--- src/rtl/gen_pkg.sv ---
// Shared definitions for the generator tuple buffer: FSM state encoding and
// the default element width used by the interface and modules.
package gen_pkg;

  typedef enum logic [1:0] {
    DONE  = 2'd0,
    RUN   = 2'd1,
    DRAIN = 2'd2
  } gen_state_e;

  localparam int DEFAULT_WIDTH = 32;

endpackage

--- src/rtl/gen_buffer_if.sv ---
// Handshake bundle between the upstream generator, the tuple buffer and the
// downstream consumer. The buffer takes the slave side; the driver of the run takes master.
interface gen_buffer_if import gen_pkg::*; #(
  parameter int WIDTH = DEFAULT_WIDTH
);

  logic             _start;
  logic             _in_start;
  logic             _in_valid;
  logic             _in_done;
  logic [WIDTH-1:0] _in0;
  logic [WIDTH-1:0] _in1;
  logic             _in_ready;
  logic             _ready;
  logic             _valid;
  logic             _done;
  logic [WIDTH-1:0] _out0;
  logic [WIDTH-1:0] _out1;

  modport master (
    output _start, _in_valid, _in_done, _in0, _in1, _ready,
    input  _in_start, _in_ready, _valid, _done, _out0, _out1
  );

  modport slave (
    input  _start, _in_valid, _in_done, _in0, _in1, _ready,
    output _in_start, _in_ready, _valid, _done, _out0, _out1
  );

endinterface

--- src/rtl/gen_buffer_mem.sv ---
// Tuple storage for the buffer: DEPTH entries of two packed elements, written at
// wr_ptr and read combinationally at rd_ptr so the head entry is always presented.
module gen_buffer_mem import gen_pkg::*; #(
  parameter int WIDTH = DEFAULT_WIDTH,
  parameter int DEPTH = 4
) (
  input  logic                     _clock,
  input  logic                     _reset,
  input  logic                     wr_en,
  input  logic [$clog2(DEPTH)-1:0] wr_ptr,
  input  logic [2*WIDTH-1:0]       wr_data,
  input  logic [$clog2(DEPTH)-1:0] rd_ptr,
  output logic [2*WIDTH-1:0]       rd_data
);

  logic [2*WIDTH-1:0] mem [DEPTH];

  // Entries are cleared on reset so the head output reads zero until refilled.
  always_ff @(posedge _clock or posedge _reset) begin
    if (_reset) begin
      for (int i = 0; i < DEPTH; i++) begin
        mem[i] <= '0;
      end
    end else if (wr_en) begin
      mem[wr_ptr] <= wr_data;
    end
  end

  assign rd_data = mem[rd_ptr];

endmodule

--- src/rtl/gen_buffer.sv ---
// Show-ahead tuple buffer between a restartable generator and its consumer.
// A run begins on _start, collects tuples until the generator reports done, then drains.
module gen_buffer import gen_pkg::*; #(
  parameter int WIDTH = DEFAULT_WIDTH,
  parameter int DEPTH = 4
) (
  input logic         _clock,
  input logic         _reset,
  gen_buffer_if.slave bus
);

  localparam int PTR_W = $clog2(DEPTH);
  localparam int CNT_W = PTR_W + 1;
  localparam logic [CNT_W-1:0] FULL_COUNT = CNT_W'(DEPTH);

  gen_state_e         state;
  gen_state_e         state_next;
  logic [CNT_W-1:0]   count;
  logic [CNT_W-1:0]   count_next;
  logic [PTR_W-1:0]   wr_ptr;
  logic [PTR_W-1:0]   rd_ptr;
  logic               start_pulse;
  logic               in_ready;
  logic               out_valid;
  logic               push;
  logic               pop;
  logic [2*WIDTH-1:0] head;

  assign in_ready  = (state == RUN) && (count < FULL_COUNT);
  assign out_valid = (count != '0);

  // A start request flushes the buffer, so any transfer in that cycle is dropped.
  assign push = bus._in_valid && in_ready  && !bus._start;
  assign pop  = out_valid     && bus._ready && !bus._start;

  assign bus._in_ready = in_ready;
  assign bus._valid    = out_valid;
  assign bus._done     = (state == DONE);
  assign bus._in_start = start_pulse;
  assign bus._out0     = head[WIDTH-1:0];
  assign bus._out1     = head[2*WIDTH-1:WIDTH];

  gen_buffer_mem #(
    .WIDTH (WIDTH),
    .DEPTH (DEPTH)
  ) u_mem (
    ._clock  (_clock),
    ._reset  (_reset),
    .wr_en   (push),
    .wr_ptr  (wr_ptr),
    .wr_data ({bus._in1, bus._in0}),
    .rd_ptr  (rd_ptr),
    .rd_data (head)
  );

  // During the _in_start cycle the generator still shows the previous run's done flag.
  always_comb begin
    state_next = state;
    count_next = count;
    if (bus._start) begin
      state_next = RUN;
      count_next = '0;
    end else begin
      case ({push, pop})
        2'b10:   count_next = count + CNT_W'(1);
        2'b01:   count_next = count - CNT_W'(1);
        default: count_next = count;
      endcase
      case (state)
        DONE:    state_next = DONE;
        RUN:     if (!start_pulse && bus._in_done) state_next = DRAIN;
        DRAIN:   if (count_next == '0) state_next = DONE;
        default: state_next = DONE;
      endcase
    end
  end

  always_ff @(posedge _clock or posedge _reset) begin
    if (_reset) begin
      state       <= DONE;
      count       <= '0;
      wr_ptr      <= '0;
      rd_ptr      <= '0;
      start_pulse <= 1'b0;
    end else begin
      state       <= state_next;
      count       <= count_next;
      start_pulse <= bus._start;
      if (bus._start) begin
        wr_ptr <= '0;
        rd_ptr <= '0;
      end else begin
        if (push) wr_ptr <= wr_ptr + PTR_W'(1);
        if (pop)  rd_ptr <= rd_ptr + PTR_W'(1);
      end
    end
  end

endmodule

--- src/flat_wrapper.sv ---
// flat-port wrapper written by rule: the top's interface ports become plain ports
module gen_buffer_flat import gen_pkg::*;
#(
  parameter int WIDTH = DEFAULT_WIDTH,
  parameter int DEPTH = 4
)
  (_clock, _reset, bus__start, bus__in_valid, bus__in_done, bus__in0, bus__in1, bus__ready, bus__in_start, bus__in_ready, bus__valid, bus__done, bus__out0, bus__out1);
  gen_buffer_if #(.WIDTH(WIDTH)) bus_i ();
  input logic _clock;
  input logic _reset;
  input wire logic [$bits(bus_i._start)-1:0] bus__start;
  input wire logic [$bits(bus_i._in_valid)-1:0] bus__in_valid;
  input wire logic [$bits(bus_i._in_done)-1:0] bus__in_done;
  input wire logic [$bits(bus_i._in0)-1:0] bus__in0;
  input wire logic [$bits(bus_i._in1)-1:0] bus__in1;
  input wire logic [$bits(bus_i._ready)-1:0] bus__ready;
  output wire logic [$bits(bus_i._in_start)-1:0] bus__in_start;
  output wire logic [$bits(bus_i._in_ready)-1:0] bus__in_ready;
  output wire logic [$bits(bus_i._valid)-1:0] bus__valid;
  output wire logic [$bits(bus_i._done)-1:0] bus__done;
  output wire logic [$bits(bus_i._out0)-1:0] bus__out0;
  output wire logic [$bits(bus_i._out1)-1:0] bus__out1;
  assign bus_i._start = bus__start;
  assign bus_i._in_valid = bus__in_valid;
  assign bus_i._in_done = bus__in_done;
  assign bus_i._in0 = bus__in0;
  assign bus_i._in1 = bus__in1;
  assign bus_i._ready = bus__ready;
  assign bus__in_start = bus_i._in_start;
  assign bus__in_ready = bus_i._in_ready;
  assign bus__valid = bus_i._valid;
  assign bus__done = bus_i._done;
  assign bus__out0 = bus_i._out0;
  assign bus__out1 = bus_i._out1;
  gen_buffer #(.WIDTH(WIDTH), .DEPTH(DEPTH)) u_core (._clock(_clock), ._reset(_reset), .bus(bus_i));
endmodule
--- config.mk ---
export PLATFORM = sky130hd
export DESIGN_NAME = gen_buffer_flat
export DESIGN_NICKNAME = d
export VERILOG_FILES = /design/src/rtl/gen_pkg.sv /design/src/rtl/gen_buffer_if.sv /design/src/rtl/gen_buffer_mem.sv /design/src/rtl/gen_buffer.sv /design/src/flat_wrapper.sv
export SDC_FILE = /design/constraint.sdc
export NUM_CORES = 1
export LEC_CHECK = 0
export CORE_MARGIN = 5
export CORE_UTILIZATION = 33
export DETAILED_ROUTE_END_ITERATION = 10
export PLACE_DENSITY = 0.56
export SYNTH_ARGS = -nofsm -noshare
export SYNTH_HDL_FRONTEND = slang
export SYNTH_SLANG_ARGS = --single-unit
--- constraint.sdc ---
create_clock -name _clock -period 9.9 [get_ports _clock]
set_clock_uncertainty 0.15 [all_clocks]
set_input_delay 1.98 -clock _clock [delete_from_list [all_inputs] [get_ports _clock]]
set_output_delay 1.98 -clock _clock [all_outputs]
set_load 0.05 [all_outputs]
==> flow_summary.toml, run 1 <==
[synth]
synthSimpleGateAreaFrac_pct = 1.31
yosys.area.top_type = "dfrtp_1"
yosys_warnings = 0
synth_compound_area_share_pct = 0.434
ys_seq_area_share_pct = 55.0
synth.net_count = 752
postSynthCellCount = 676
synth_xor_area_share_pct = 0.362
yosys.area.top_type_share_pct = 55.0
syn_area_um2 = 12100
syn_area_per_cell_um2 = 17.9
yosys-top-cells-area = "dfrtp_1 55%, mux2_4 15%, mux2_1 13%"
synth_top_family_by_area = "multiplexers"
synth_fa_ha_area_share_pct = 0.682
synth_cell_type_count = 31
synthMuxAreaShare_pct = 39.6
synth-seq-cells = 266

[placement]
port_buffers = 137
place.gp.congestion = 0.721
place_hpwl_um = 15200
preCtsSetupSlack_ps = 4650

[finish]
mostFrequentLayoutCells = "264 x dfrtp_1, 137 x clkdlybuf4s50_1, 136 x mux2_1, 120 x mux2_4, 64 x mux4_2"
multi_input_area_um2 = 5140
seqCellArea_um2 = 6660
syn_to_final_growth_pct = 22.5
drive_gt1_share_pct = 29.4
fin_util_pct = 40.7
nNetsFinal = 884
nFillCells = 3348
antenna_cells = 0
layout_commonest_cell = "dfrtp_1"

[worst_setup_path]
crit_path_end_kind = "primary output"
arrival_ps = 3570
cpMaxStageDelayCell = "dfrtp_4"
critPathTopFamily = "buffers and inverters"
critPathRequiredTime_ps = 7770
slowest_delay_ps = 940
path_cells = "buf_4, mux4_2, clkdlybuf4s50_1"
cp_num_buf_inv = 2
path_class = "register to primary output"
cp_max_fo = 35
startpoint_type = "register"

[cts]
postCtsSetupRepairBufs = 0
cts_root_buf = "clkbuf_16"
cts_tree = "done"
cts.sinks = 266
cts_resized = 0
postCtsHoldBufs = 0
clkTransAtPathRegs_ps = 70
clk_latency_ps = 540
cts_buffers = 29
cts_htree_levels = 1
cts_max_path_buffers = 3

[timing]
slew_headroom_pct = 27.0
report.final.hold_viol_count = 0
clock.fmax_ghz = 0.175
period_needed_ps = 5700
setup_violations = 0
rsz0062_at_grt = "no"
drv_slew = 0
finalSetupTns_ps = 0
timing.final.ws_setup_ps = 4200
tightest_slew_ps = 1100
fin_crit_sh_pct = 57.6

[floorplanning]
dieWidth_um = 202
core_area_um2 = 36400
ios = 138
die-area_um2 = 40600
die_h_um = 202
rows = 70
initial_core_util_pct = 33.2

[drt]
drcViolationCount = 0
wl_per_cell_um = 20.3
ant_nets = 0
drt-total-wl_um = 26300
drtIter0Drc = 242
first_pass_iters = 4
vias = 6339
via_per_inst = 4.89

[global_routing]
grt_first_pass_wirelength_um = 42200
overflow = 0
grt_pass1_vias = 7069
antenna_found_initial = 0
grt_usage_pct = 12.8
grt_max_degree = 159

[pwr]
p_seq_share_pct = 39.5
swShare_pct = 32.2
power_density_nw_per_um2 = 284
switchingPower_mw = 1.36
cellLeakagePower_nw = 6.74
pwr-share-clk_pct = 26.6
p_comb_share_pct = 33.9
peakVddDrop_mv = 0.141
p_int_mw = 2.86

[run_status]
status = "complete, no violations"

[flow_run]
maxCapViolCount = 0

[hold_path]
min_path_type = "register to register"
[registers in the layout (all words and copies together), names as in the netlist]
| name | count |
|---|---|
| u_core.count | 3 |
| u_core.wr_ptr | 2 |
| u_core.u_mem.mem | 256 |
| u_core.rd_ptr | 2 |
| u_core.state | 2 |
| u_core.bus._in_start | 1 |
[kinds of logic after synthesis]
kind of cell	count (synthesis)
mux	322
buf+inv	47
flops	266
simple gates	22
xor+xnor	5
compound gates	8
fa+ha+maj	6
[worst reg2reg max path, cell delays in order (launching register included)]
cell and delay (ps):
dfrtp_1 440, and4bb_1 530, nand3_4 680, buf_4 630, mux2_1 420
[power by group through the flow]
stage / combinational (mW) / clock (mW) / sequential, mW
2_1_floorplan: 1.12 / 0 / 1.60
3_3_place_gp: 1.43 / 0 / 1.68
3_5_place_dp: 1.45 / 0 / 1.68
4_1_cts: 1.46 / 1.16 / 1.67
5_1_grt: 1.51 / 1.20 / 1.71
6_report: 1.43 / 1.12 / 1.67
[worst paths after layout]
path | startpoint | to | slack, ps | cells after the start
setup reg to reg | u_core.state[1]$_DFFE_PP0P_ | u_core.u_mem.mem[47]$_DFFE_PP0P_ | 6920 | 4
setup / recovery | u_core.rd_ptr[0]$_DFFE_PP0P_ | bus__out1[2] | 4200 | 3
min in group asynchronous | _reset | u_core.u_mem.mem[152]$_DFFE_PP0P_ | 1780 | 2
hold / removal | u_core.u_mem.mem[69]$_DFFE_PP0P_ | u_core.u_mem.mem[69]$_DFFE_PP0P_ | 330 | 1
hold reg to reg | u_core.u_mem.mem[69]$_DFFE_PP0P_ | u_core.u_mem.mem[69]$_DFFE_PP0P_ | 330 | 1
max in group asynchronous | _reset | u_core.u_mem.mem[247]$_DFFE_PP0P_ | 6290 | 3
[synth_stat cells]
cell	number
and3_1	2
a21oi_1	3
mux2_4	120
dfrtp_1	266
buf_6	12
o311ai_1	1
buf_2	13
xnor2_1	2
a311oi_1	1
or3b_2	1
o31ai_1	2
nor2_1	8
or3_1	2
ha_1	5
nor3b_2	1
nand2_1	1
nand3_4	2
clkbuf_1	8
o21ai_1	1
mux2_1	136
xor2_1	3
nor4bb_1	1
mux2i_1	2
or3b_1	1
inv_2	1
buf_4	9
nor2b_1	2
inv_1	4
mux4_2	64
and4bb_1	1
fa_1	1
[cell type report]
cell class / count / area share [%]
repair buffers: 143 / 9.63
clock buffers: 43 / 5.72
multi-input cells: 363 / 34.7
well taps: 468 / 3.95
clock inverters: 7 / 0.911
flip-flops and latches: 266 / 44.9
inverters: 5 / 0.177
[per-stage QoR]
step / power [mW] / cell area, um^2 / hold WS, ps / std cells
after floorplan: 2.71 / 12100 / 302 / 676
after global placement: 3.11 / 13800 / 311 / 1245
after detailed placement: 3.13 / 13800 / 319 / 1245
after CTS: 4.28 / 14800 / 333 / 1295
after global routing: 4.43 / 14800 / 342 / 1295
final: 4.22 / 14800 / 330 / 1295
[per-layer routing]
metal | routed length [um] | track usage [%] | vias up
li1 | - | - | 2784
met1 | 12900 | 18.7 | 3414
met2 | 11800 | 19.9 | 108
met3 | 1050 | 2.95 | 33
met4 | 498 | 2.49 | 0
met5 | 0 | 0 | -
Power figures use the tool's default switching activity.
==> run 2, diff against run 1 <==
- clock period: 9.9 -> 5 ns (I/O delays scaled with it)
==> flow_summary.toml, run 2 (synthesized netlist as in run 1, its figures left out) <==
[cts]
postCtsSetupRepairBufs = 0
postCtsHoldBufs = 0
cts_max_path_buffers = 3
cts_tree = "done"
cts_root_buf = "clkbuf_16"
cts_resized = 0
clkTransAtPathRegs_ps = 60
cts_htree_levels = 1
clk_latency_ps = 540
cts.sinks = 266
cts_buffers = 31

[timing]
rsz0062_at_grt = "no"
finalSetupTns_ps = 0
period_needed_ps = 4100
drv_slew = 0
timing.final.ws_setup_ps = 900
fin_crit_sh_pct = 82.0
tightest_slew_ps = 908
slew_headroom_pct = 39.3
clock.fmax_ghz = 0.244
report.final.hold_viol_count = 0
setup_violations = 0

[worst_setup_path]
cpMaxStageDelayCell = "clkdlybuf4s50_1"
crit_path_end_kind = "primary output"
cp_max_fo = 19
cp_num_buf_inv = 2
slowest_delay_ps = 750
critPathRequiredTime_ps = 3850
path_cells = "buf_4, mux4_2, clkdlybuf4s50_1"
critPathTopFamily = "buffers and inverters"
startpoint_type = "register"
arrival_ps = 2950
path_class = "register to primary output"

[floorplanning]
rows = 70
initial_core_util_pct = 33.2
die_h_um = 202
core_area_um2 = 36400
die-area_um2 = 40600
ios = 138
dieWidth_um = 202

[drt]
wl_per_cell_um = 19.7
drt-total-wl_um = 25800
first_pass_iters = 4
via_per_inst = 4.81
drtIter0Drc = 192
drcViolationCount = 0
vias = 6298
ant_nets = 0

[finish]
reg_top3 = "u_core.u_mem.mem x256, u_core.count x3"
antenna_cells = 0
regMostFlops = "u_core.u_mem.mem"
nFillCells = 3284
nNetsFinal = 895
layout_commonest_cell = "dfrtp_1"
largest_register_ffs = 256
syn_to_final_growth_pct = 24.7
drive_gt1_share_pct = 30.8
multi_input_area_um2 = 5140
seqCellArea_um2 = 6660
mostFrequentLayoutCells = "264 x dfrtp_1, 137 x clkdlybuf4s50_1, 136 x mux2_1, 120 x mux2_4, 64 x mux4_2"

[pwr]
switchingPower_mw = 2.69
peakVddDrop_mv = 0.286
power_density_nw_per_um2 = 565
swShare_pct = 31.6
pwr-share-clk_pct = 28.2
p_int_mw = 5.84
p_comb_share_pct = 33.6
p_seq_share_pct = 38.3
cellLeakagePower_nw = 6.87

[run_status]
status = "complete, no violations"

[hold_path]
min_path_type = "register to register"

[global_routing]
grt_first_pass_wirelength_um = 42100
grt_usage_pct = 12.8
antenna_found_initial = 1
grt_max_degree = 75
grt_pass1_vias = 7138
overflow = 0

[flow_run]
maxCapViolCount = 0

[placement]
preCtsSetupSlack_ps = 1240
place.gp.congestion = 0.694
port_buffers = 137
place_hpwl_um = 15500
[run 2: metrics by stage]
step	std cells	utilization (%)	instance area (um^2)	total power, mW	hold WS (ps)
finish	1308	41.4	15100	8.53	328
global route	1308	41.4	15100	8.98	338
CTS	1308	41.4	15100	8.68	332
detailed placement	1254	38.4	14000	6.21	319
global placement	1254	38.4	14000	6.16	312
floorplan	676	-	12100	5.37	302
[run 2: path summary, 6_finish.rpt]
kind,to,slack [ps],depth (start not counted),from
max,bus__out1[17],900,3,u_core.rd_ptr[0]$_DFFE_PP0P_
min,u_core.u_mem.mem[127]$_DFFE_PP0P_,330,1,u_core.u_mem.mem[127]$_DFFE_PP0P_
max reg2reg,u_core.state[1]$_DFFE_PP0P_,2170,7,u_core.state[1]$_DFFE_PP0P_
min reg2reg,u_core.u_mem.mem[127]$_DFFE_PP0P_,330,1,u_core.u_mem.mem[127]$_DFFE_PP0P_
max in group asynchronous,u_core.u_mem.mem[24]$_DFFE_PP0P_,2890,4,_reset
min in group asynchronous,u_core.u_mem.mem[29]$_DFFE_PP0P_,840,2,_reset
[run 2: metal layers]
metal	up-vias	global-route usage [%]	share of wire [%]
li1	2812	-	-
met1	3346	18.0	47
met2	105	20.1	46
met3	33	3.53	4.9
met4	2	2.25	1.7
met5	-	0	0.050
[run 2: cell type report]
type                    count  share of cell area [%]
clock buffers              45                    6.15
clock inverters             9                    1.13
inverters                   5                   0.149
multi-input cells         363                    34.1
flip-flops and latches    266                    44.1
well taps                 468                    3.88
repair buffers            152                    10.5
[run 2: power by group through the flow]
stage                     Combinational (mW)  Sequential [mW]  Clock, mW
final                                   2.86             3.27       2.40
after floorplan                         2.21             3.16          0
after global routing                    3.04             3.36       2.58
after global placement                  2.88             3.28          0
after detailed placement                2.92             3.29          0
after CTS                               2.92             3.27       2.50
==> variant 1: new RTL, settings of run 1 <==
Set the package constant `DEFAULT_WIDTH` to 28 (it was 32).
--- a/src/rtl/gen_pkg.sv
+++ b/src/rtl/gen_pkg.sv
@@ -8,7 +8,7 @@
     DRAIN = 2'd2
   } gen_state_e;
 
-  localparam int DEFAULT_WIDTH = 32;
+  localparam int DEFAULT_WIDTH = 28;
 
 endpackage
 
Ports: changed (resized bus__in0, bus__in1, bus__out0 and bus__out1); port bits go from 138 to 122. The function was not compared with the original's and may differ.
==> variant 1 against run 1 <==
- die area down 8.5%
- power fell by 9.3%
- wire length fell by 4.1%
- sequential share of layout area is 0.87 points lower
- sequential power is 11% lower
- hold slack better by 0.024 ns
- clock power fell by 16%
- area after synthesis is 8.9% lower
- setup slack improved by 0.18 ns
- largest cell class unchanged
- non-clock buffer count is 16 lower
- sequential cell count decreased by 32
- design area fell by 10%
==> variant 1: results <==
[run_status]
status = complete, no violations

[synth]
yosysSeqAreaShare_pct = 53.1
ys.warnings.count = 0
synth_top_cells_by_area = dfrtp_1 53%, mux2_4 22%, mux4_2 11%, mux2_2 6.5%, buf_12 1.8%
syn_avg_cell_area_sq_um = 18.4
yosys-top-cells-count = 234 x dfrtp_1, 160 x mux2_4, 64 x mux2_2, 56 x mux4_2

[global_routing]
use_met3_pct = 3.47
use_met1_pct = 18.7
grt_use_total_pct = 13.6
use_met2_pct = 21.5
antenna_found_initial = 0
grt_max_degree = 82
grt_pass1_wl_mm = 39.5
grt_pass1_vias = 6604

[cells_and_area]
num-nets-final = 786
drive_gt1_share_pct = 45.8
n_fill_cell = 3030

[critical_path]
rrSetupSlack_ns = 7.04
r2r_end = u_core.u_mem.mem[107]
cp_max_fo = 30
reg2reg_from = u_core.count[2]

[cts]
clock_latency_ns = 0.52
cts-buffers-inserted = 27

[power]
p_leak_nw = 5.91
vdd_drop_max_uv = 111

[placement]
io_buffers = 121
place_ws_ns = 4.79
dp.cells = 1137
dpl.hpwl_mm = 15.1
place_area_sq_um = 12500
place.gp.congestion = 0.741

[routing]
wire_per_inst_um = 21.2
wirelength_mm = 25.2
vias = 5713

[min_path]
min_from = u_core.u_mem.mem[110]

[sta]
tightest_slew_ns = 1.24
worst_hold_slack_ns = 0.354

[flow_run]
drv_cap = 0
==> variant 1: cell count changes in the layout (fill, tap and decap cells not counted), sizes merged <==
cell	delta
dfrtp	-32
bufinv	-3
diode	+2
clkdlybuf4s50	-16
clkinv	+4
clkbuf	-4
mux4	-8
mux2	-32
==> variant 1: logic make-up (layout without fill, tap and decap cells) <==
family | Yosys count | count (layout) | share of synthesized area (%)
AO/OA/AOI/OAI | 8 | 8 | 0.477
XOR/XNOR | 5 | 5 | 0.397
adder cells (fa/ha/maj) | 6 | 6 | 0.749
buffers and inverters | 43 | 179 | 3.86
flip-flops | 234 | 234 | 53.1
multiplexers | 282 | 282 | 40.0
other | 0 | 2 | 0
AND/OR/NAND/NOR | 22 | 22 | 1.45
==> variant 1: routing by layer <==
layer	vias up	routed length, um
li1	2469	-
met1	3102	11400
met2	108	11700
met3	34	1590
met4	0	439
met5	-	0
==> variant 1: how the worst max path moves through the flow <==
stage	startpoint	slack, ns	cells past startpoint	end
2_1_floorplan	_reset	1.35	1	u_core.bus._in_start
3_3_place_gp	u_core.rd_ptr[0]	4.80	3	bus__out1[3]
3_5_place_dp	bus__start	4.79	5	u_core.u_mem.mem[107]
4_1_cts	u_core.rd_ptr[0]	4.23	3	bus__out1[3]
5_1_grt	u_core.rd_ptr[0]	4.13	3	bus__out0[9]
6_report	u_core.rd_ptr[0]	4.38	3	bus__out1[3]
==> variant 1: area by class of cell <==
class | count | area [sq um] | area share (%)
Tap cell | 448 | 561 | 4.21
Sequential cell | 234 | 5860 | 44.1
Timing Repair Buffer | 127 | 1260 | 9.44
Antenna cell | 2 | 5.00 | 0.0376
Clock inverter | 8 | 65.1 | 0.489
Clock buffer | 39 | 771 | 5.79
Inverter | 5 | 26.3 | 0.197
Multi-Input combinational cell | 323 | 4760 | 35.8
==> variant 1: power by group <==
part	internal [mW]	switching [mW]
Combinational	0.737	0.662
Sequential	1.29	0.197
Clock	0.561	0.383
Total	2.58	1.24
==> variant 1: worst max-delay path, stage by stage (launching register included) <==
cell             delay (ns)
dfrtp_4                0.84
buf_4                  0.67
mux4_2                 0.61
clkdlybuf4s50_1        0.72
==> variant 2: new RTL, settings of run 1 <==
Without the edit above. Make the reset (`_reset`) synchronous in 2 clocked blocks.
--- a/src/rtl/gen_buffer_mem.sv
+++ b/src/rtl/gen_buffer_mem.sv
@@ -16,7 +16,7 @@
   logic [2*WIDTH-1:0] mem [DEPTH];
 
   // Entries are cleared on reset so the head output reads zero until refilled.
-  always_ff @(posedge _clock or posedge _reset) begin
+  always_ff @(posedge _clock) begin
     if (_reset) begin
       for (int i = 0; i < DEPTH; i++) begin
         mem[i] <= '0;
--- a/src/rtl/gen_buffer.sv
+++ b/src/rtl/gen_buffer.sv
@@ -75,7 +75,7 @@
     end
   end
 
-  always_ff @(posedge _clock or posedge _reset) begin
+  always_ff @(posedge _clock) begin
     if (_reset) begin
       state       <= DONE;
       count       <= '0;
Check against the original RTL: differs if _reset is asserted again (counterexample within 4 cycles, from zero or initial values and one cycle with _reset high); with _reset held inactive, the same outputs for 4 cycles.
==> variant 2 against run 1 <==
- wire length increased by 2.2%
- area after synthesis decreased by 3.9%
- design area decreased by 3.0%
- non-clock buffer count increased by 5
- synthesized cell count increased by 1.9%
- setup slack improved by 0.13 ns
- first-iteration DRC count increased by 33%
- sequential cell count increased by 2
- hold slack improved by 0.033 ns
- critical endpoint is now bus__out0[4]
- largest cell class unchanged
Power is not compared: it rests on default switching activity, and its combinational part moved more than twofold at a synthesized area within 25%.
==> variant 2: results <==
[global_routing]
antenna_found_initial = 1
grt_pass1_vias = 6684
use_met3_pct = 2.62
use_met1_pct = 18.7
grt_max_degree = 65
grt_use_total_pct = 13.7
use_met2_pct = 22.9

[critical_path]
rrSetupSlack_ns = 6.97
cp_max_fo = 36
critPathMaxStageDelay_ns = 0.86
critical-path-slowest-cell = dfxtp_4
cp.arrival_ns = 3.43

[routing]
top_layer = met5
wl_met1_mm = 11.7
wl_met3_mm = 1.49
via_per_inst = 4.68
wl_met2_mm = 13.2
wirelength_mm = 26.9
drt_iter0_markers = 321

[placement]
dp.cells = 1249
place.gp.congestion = 0.737
dpl.hpwl_mm = 15.0

[cells_and_area]
n_all_buffers = 148
n_fill_cell = 3217
regArea_sq_um = 7940
clock_cell_area_share_pct = 6.37
antennaDiodeCount = 1
drive_gt1_share_pct = 14.9
nMultiInputCombCells = 373
finalNonFillerCells = 1302
nFlopsAndLatches = 268
n_clock_buffer = 42
num-nets-final = 898
top_regs = u_core.u_mem.mem x256, u_core.count x3
multi_input_area_share_pct = 24.2

[synth]
yosysSeqAreaShare_pct = 68.1
synth_cell_types = 41
synth-async-reset-ratio_pct = 0
yosys-top-cells-count = 256 x and2_1, 256 x edfxtp_1, 64 x mux4_2, 16 x clkbuf_1, 12 x dfxtp_1
synth-edff-count = 256
synth_cells = 689
syn_nets = 761
synth_top_cells_by_area = edfxtp_1 66%, and2_1 14%, mux4_2 12%, dfxtp_1 2.1%, buf_6 0.97%
ys.warnings.count = 0
ys.flop_type = edfxtp_1

[cts]
clock_latency_ns = 0.53
cts-buffers-inserted = 30
cts_max_level = 1

[sta]
tightest_slew_ns = 1.08
worst_hold_slack_ns = 0.363

[run_status]
status = complete, no violations
-- variant 2: cell count changes in the layout (fill, tap and decap cells not counted), sizes merged, moves of 3 or more --
| cell | delta |
|---|---|
| nor2 | +3 |
| edfxtp | +256 |
| dfxtp | +12 |
| clkinv | +5 |
| and2 | +256 |
| nand2b | +5 |
| buf | +5 |
| dfrtp | -266 |
| mux2 | -256 |
| nor3 | +4 |
| ha | -4 |
-- variant 2: power breakdown --
part	internal (mW)	switching [mW]
Combinational	0.0709	0.110
Clock	0.621	0.426
Sequential	1.28	0.0119
Total	1.97	0.548
-- variant 2: final timing paths --
| kind | startpoint | to | cells past startpoint |
|---|---|---|---|
| max | register | bus__out0[4] | 3 |
| min | u_core.bus._in_start | u_core.state[1] | 1 |
| max reg2reg | u_core.state[0] | u_core.u_mem.mem[2][62] | 4 |
| min reg2reg | u_core.bus._in_start | u_core.state[1] | 1 |
-- variant 2: per-stage QoR --
stage,cell area [sq um],setup slack [ns],power (mW),util [%]
finish,14400,4.34,2.52,41.4
global route,14400,4.03,2.61,41.4
CTS,14400,4.18,2.55,41.4
detailed placement,13500,4.77,1.50,38.8
global placement,13500,4.76,1.50,38.8
floorplan,11600,3.83,1.41,-
-- variant 2: cells by family after synthesis --
| group | count (synthesis) | synth area share, % |
|---|---|---|
| and+or+nand+nor | 291 | 15.8 |
| DFF | 268 | 68.1 |
| muxes | 64 | 12.4 |
| buffers and inverters | 48 | 2.40 |
| AOI/OAI and AO/OA | 13 | 0.795 |
| xor gates and xnor gates | 3 | 0.226 |
| adders and majority gates | 2 | 0.279 |
-- variant 2: worst max-delay path: cells and delay by family, from the launching register on --
| family | cells | cell delay [ns] |
|---|---|---|
| buffers and inverters | 2 | 1.42 |
| muxes | 1 | 0.59 |
| DFF | 1 | 0.86 |
